`config.mk`:
```
export PLATFORM = sky130hd
export DESIGN_NAME = half_adder
export DESIGN_NICKNAME = d
export VERILOG_FILES = /design/src/rtl/half_adder.sv
export SDC_FILE = /design/constraint.sdc
export NUM_CORES = 1
export LEC_CHECK = 0
export BUFFER_PORTS_ARGS = -buffer_cell sky130_fd_sc_hd__buf_2
export CAP_MARGIN = 25
export CORE_AREA = 2 2 39 41
export DETAILED_ROUTE_END_ITERATION = 12
export DIE_AREA = 0 0 41 43
export PLACE_DENSITY_LB_ADDON = 0.08
export SKIP_CTS_REPAIR_TIMING = 1
export SYNTH_ARGS = -nofsm -noshare
export SYNTH_HDL_FRONTEND = slang
export SYNTH_SLANG_ARGS = --single-unit
```
`constraint.sdc`:
```
create_clock -name clk -period 1 [get_ports clk]
set_input_delay 0.2 -clock clk [delete_from_list [all_inputs] [get_ports clk]]
set_output_delay 0.2 -clock clk [all_outputs]
set_load 0.005 [all_outputs]
```
`src/rtl/half_adder.sv`:
```
// Registered, lane-parallel half adder with a valid/ready stream interface.
// Each lane produces sum = a ^ b and carry = a & b. Lanes never interact.
// A result appears one cycle after the input transfer that produced it.
// Storage is the output register plus one skid entry, which gives two results in total.
// The skid entry lets in_ready be a plain flop output, so it has no combinational
// path from out_ready.
module half_adder #(
  parameter int WIDTH = 1
) (
  input  logic             clk,
  input  logic             rst_n,
  input  logic             in_valid,
  output logic             in_ready,
  input  logic [WIDTH-1:0] a,
  input  logic [WIDTH-1:0] b,
  output logic             out_valid,
  input  logic             out_ready,
  output logic [WIDTH-1:0] sum,
  output logic [WIDTH-1:0] carry,
  output logic             carry_any
);

  logic             skid_valid;
  logic [WIDTH-1:0] skid_sum;
  logic [WIDTH-1:0] skid_carry;

  logic [WIDTH-1:0] new_sum;
  logic [WIDTH-1:0] new_carry;
  logic             accept;
  logic             out_free;

  // Per-lane arithmetic on the incoming operands, with transfer qualifiers.
  always_comb begin
    new_sum   = a ^ b;
    new_carry = a & b;
    accept    = in_valid & in_ready;
    // The output register can take a new value if it is empty or is being drained this edge.
    out_free  = ~out_valid | out_ready;
  end

  // The skid entry is the only thing that can block the input, so in_ready mirrors its emptiness.
  always_comb begin
    in_ready = ~skid_valid;
  end

  // Output register and skid entry update. A waiting skid result always goes out first, to keep FIFO order.
  always_ff @(posedge clk) begin
    if (!rst_n) begin
      out_valid  <= 1'b0;
      sum        <= '0;
      carry      <= '0;
      carry_any  <= 1'b0;
      skid_valid <= 1'b0;
      skid_sum   <= '0;
      skid_carry <= '0;
    end else if (out_free) begin
      if (skid_valid) begin
        // When the skid is full, in_ready is low, so no new pair can arrive on this edge.
        out_valid  <= 1'b1;
        sum        <= skid_sum;
        carry      <= skid_carry;
        carry_any  <= |skid_carry;
        skid_valid <= 1'b0;
      end else if (accept) begin
        out_valid <= 1'b1;
        sum       <= new_sum;
        carry     <= new_carry;
        carry_any <= |new_carry;
      end else begin
        // Data is left as it was, so it stays defined while the stage is empty.
        out_valid <= 1'b0;
      end
    end else if (accept) begin
      // Output is stalled but holds a result; park the new one behind it.
      skid_valid <= 1'b1;
      skid_sum   <= new_sum;
      skid_carry <= new_carry;
    end
  end

endmodule

```
Word level (Yosys, flattened, before mapping)
Index checks and enable logic that the tools add are counted.

Flip-flop bits (word level): 6. Latch bits: 0. Bits in writable memories: 0. ROM bits: 0. Input bits: 6. Output and inout bits: 5. Logic and storage cells: 24. Memories: 0.

$add $sub $neg: 0. Multipliers: 0. Divide/modulo/power cells: 0. $lt $le $gt $ge: 0. Equality and inequality tests: 0. Shift operators: 0. Muxes and demuxes: 6. Bitwise logic cells: 8. Reduce and logical (&&, ||, !) cells: 4.

Operators with widths (number): two-way mux 1 bit (6); inverter 1 bit (4); AND reduction 2 bit (2); AND 1 bit (2); nonzero test 2 bit (1); OR reduction 2 bit (1); bitwise OR 1 bit (1); bitwise XOR 1 bit (1).

Logic depth before layout (Yosys ltp)
Depth in word-level cells: 4. Depth in mapped cells: 4.

Least setup slack after synthesis
OpenSTA, ideal clock, no wires.

Path kind: register -> register. Start: register skid_valid. End: register carry_any. Data arrival time: 0.863 ns. Required time: 0.872 ns. Path slack: 0.009 ns. Stages on the path, launching flop included: 5. Period minus slack after synthesis: 0.991 ns. Cell sequence: dfxtp_1 -> or2_1 -> buf_2 -> a21oi_1 -> a311oi_1.

Cells in the longest elaborated chain, start to end: 4. Elaborated cells between the ends (all ways): 5. Those cells by class: mux: 1; bitwise: 2; reduce/logical: 2.

Ends and longest elaborated chain: start, declared (RTL line 23) `logic skid_valid;`; start signal, assigned (RTL line 53) `skid_valid <= 1'b0;`; start signal, assigned (RTL line 63) `skid_valid <= 1'b0;`; start signal, assigned (RTL line 75) `skid_valid <= 1'b1;`; inverter 1 bit (RTL line 43) `in_ready = ~skid_valid;`; AND 1 bit (RTL line 36) `accept = in_valid & in_ready;`; nonzero test 2 bit (no source line); AND reduction 2 bit (no source line); end signal, assigned (RTL line 62) `carry_any <= |skid_carry;`; end signal, assigned (RTL line 68) `carry_any <= |new_carry;`; end, declared (RTL line 20) `output logic carry_any`.

Parallel ways exist; a longest one is shown, timed or not. A chain may end at the register's enable or synchronous reset.

Worst setup path in the final report
Start: register skid_valid. End: register skid_sum.

Cells in the longest elaborated chain, start to end: 3.

Ends and longest elaborated chain: inverter 1 bit (RTL line 43); AND 1 bit (RTL line 36); AND reduction 2 bit (no source line); end signal, assigned (RTL line 76) `skid_sum <= new_sum;`; end, declared (RTL line 24) `logic [WIDTH-1:0] skid_sum;`.

Every way passes these cells.

==> impl_metrics.tcl <==
set metrics [dict create \
    status "complete, no violations" \
    drtAntennaViolNets 0 \
    initial_utilization 0.2016 \
    first_pass_iters 3 \
    rows 14 \
    diodes 0 \
    grt_util_all_layers 0.08233 \
    period_share 0.9878 \
    p_switching_w 0.0001259 \
    core-area_sq_mm 0.001384 \
    drt_iter0_markers 4 \
    hold_viol 0 \
    drc 0 \
    cts.path.max_buffers 2 \
    intPower_w 0.0004306 \
    io_buffers 10 \
    max_freq_mhz 1012 \
    crit_family "simple AND/OR/NAND/NOR gates" \
    crit_path_max_fanout 4 \
    worst_setup_path_end_kind "register" \
    leakage_nw 0.1653 \
    grt_setup_unrepaired "yes" \
    critPathArrivalTime_ns 1.12 \
    holdCritPathClass "in -> reg" \
    cp.required_ns 1.13 \
    path_class "reg -> reg" \
    numCtsBuffers 3 \
    slew_headroom 0.8599 \
    ys_seq_area_frac 0.4305 \
    synth_fp_nets 35 \
    hold-worst-slack_ns 0.1935 \
    gr-total-overflow 0 \
    die-area_sq_mm 0.001763 \
    combPwrFrac 0.134 \
    die_y_um 43 \
    ioPinCount 11 \
    antenna_found_initial 0 \
    cts_sinks 6 \
    synth_cell_types 14 \
    power_density_mw_per_mm2 1488 \
    root_buffer "clkbuf_4" \
    wl_per_cell_um 9.500 \
    placed_area_sq_um 344.1 \
    die_x_um 41 \
    grt_max_degree 7 \
    cap_violations 0 \
    p_clk_frac 0.398 \
    pwr-share-seq 0.469 \
    cts.reportedPaths.clkPinSlew_ns 0.05 \
    drive_gt1_frac 0.4750 \
    async_reset_ff_frac 0 \
    synth-edff-count 0 \
    synth-seq-cells 6 \
    synthCells 28 \
    h-tree-depth 1 \
    start_kind "register" \
    slew_viol_final 0 \
    first_global_vias 213 \
    period_needed_ns 0.9878 \
    gp_congestion 0.6141 \
    layout.cells.non_filler 56 \
    critPathBufInv 0 \
    avgSynthCellArea_sq_um 9.965 \
    worst_slew_pin_slew_ns 0.2088 \
    synth_ff_type "dfxtp_1" \
    syn_area_sq_um 279.0 \
    yosysWarningCount 0 \
    peakVddDrop_v 0.0004910 \
    swShare 0.2263 \
    dp.cells 53 \
    insertion_delay_ns 0.24 \
    area_growth_pct 34.08 \
    total_power_w 0.0005565 \
    worstPathCellList "and4bb_4 > mux2i_1 > nor2_1" \
    clock_skew_ns 0.005699 \
    setup_viol 0 \
    viasPerCell 4.161 \
    nNetsFinal 49 \
    cp_slowest_cell "dfxtp_2" \
    vias 233 \
    cts_tree "built" \
    routed_wl_um 532 \
    grt_pass1_wl_um 924 \
    stdcell_area_sq_um 374.1 \
    slowest_delay_ns 0.33 \
]
==> power groups by stage <==
stage / registers (W) / clock network, W / logic (W)
after floorplan: 0.000265 / 0 / 0.0000442
after global placement: 0.000264 / 0 / 0.0000722
after detailed placement: 0.000265 / 0 / 0.0000723
after CTS: 0.000260 / 0.000235 / 0.0000725
after global routing: 0.000263 / 0.000248 / 0.0000865
final: 0.000261 / 0.000221 / 0.0000744
==> path summary, 6_finish.rpt <==
check	start	end	slack, ns	cells after the start
min reg2reg	skid_carry	skid_carry	0.49	2
min	rst_n	skid_valid	0.19	2
max reg2reg	skid_valid	skid_sum	0.01	3
max	skid_valid	skid_sum	0.01	3
==> cells by family after synthesis <==
| group | count (synthesis) | share of synthesized area |
|---|---|---|
| flip-flops | 6 | 0.4305 |
| multiplexers | 4 | 0.1435 |
| buffers and inverters | 4 | 0.07175 |
| AND/OR/NAND/NOR | 9 | 0.2108 |
| AO/OA/AOI/OAI | 4 | 0.09867 |
| adder cells (fa/ha/maj) | 1 | 0.04484 |
==> sequential cells by signal (all words and copies together), names as in the netlist <==
| signal | cells |
|---|---|
| skid_sum | 1 |
| skid_valid | 1 |
| sum | 1 |
| carry_any | 1 |
| skid_carry | 1 |
| out_valid | 1 |
==> synthesized netlist by cell type (2+ instances only) <==
cell type / count / share of area
a21oi_1: 2 / 0.036
a311oi_1: 2 / 0.063
dfxtp_1: 6 / 0.43
inv_1: 2 / 0.027
mux2i_1: 4 / 0.14
nor2_1: 4 / 0.054
==> cell type report <==
class	count	area [sq um]
clock buffer	3	22.52
fill	159	1010
inverter	2	7.507
multi-input combinational	18	143.9
sequential	6	122.6
tap	16	20.02
timing repair buffer	11	57.56
==> worst register-to-register path, stage by stage (launching register included) <==
cell      delay (ns)
dfxtp_2         0.33
and4bb_4        0.31
mux2i_1         0.19
nor2_1          0.05
==> per-stage QoR <==
step	utilization	setup TNS [ns]	setup WS, ns
after global placement	0.2486	-0.01190	-0.006187
after detailed placement	0.2486	-0.06261	-0.02864
after floorplan	-	0	0.009331
after CTS	0.2649	-0.06743	-0.03035
final	0.2703	0	0.01224
after global routing	0.2703	-0.06308	-0.03742
==> metal layers <==
metal,vias to the layer above,share of wire,track usage
met1,105,0.45,0.09968
met3,0,0.081,0.04712
met4,0,0,0.06000
li1,121,-,-
met5,-,0,0
met2,7,0.46,0.1031
==> cell usage in the layout, fill, tap and decap left out <==
cell type  Yosys  final
and4bb_4       1      1
and3_1         1      1
or2b_4         0      1
buf_4          1      1
ha_1           1      1
mux2i_1        4      4
nor2b_1        1      1
clkbuf_4       0      3
or2_4          0      1
nor2_1         4      4
buf_2          1     10
dfxtp_1        6      4
inv_1          2      2
dfxtp_2        0      2
a21oi_1        2      2
a311oi_1       2      2
No activity file was read; power rests on OpenSTA's default activity.
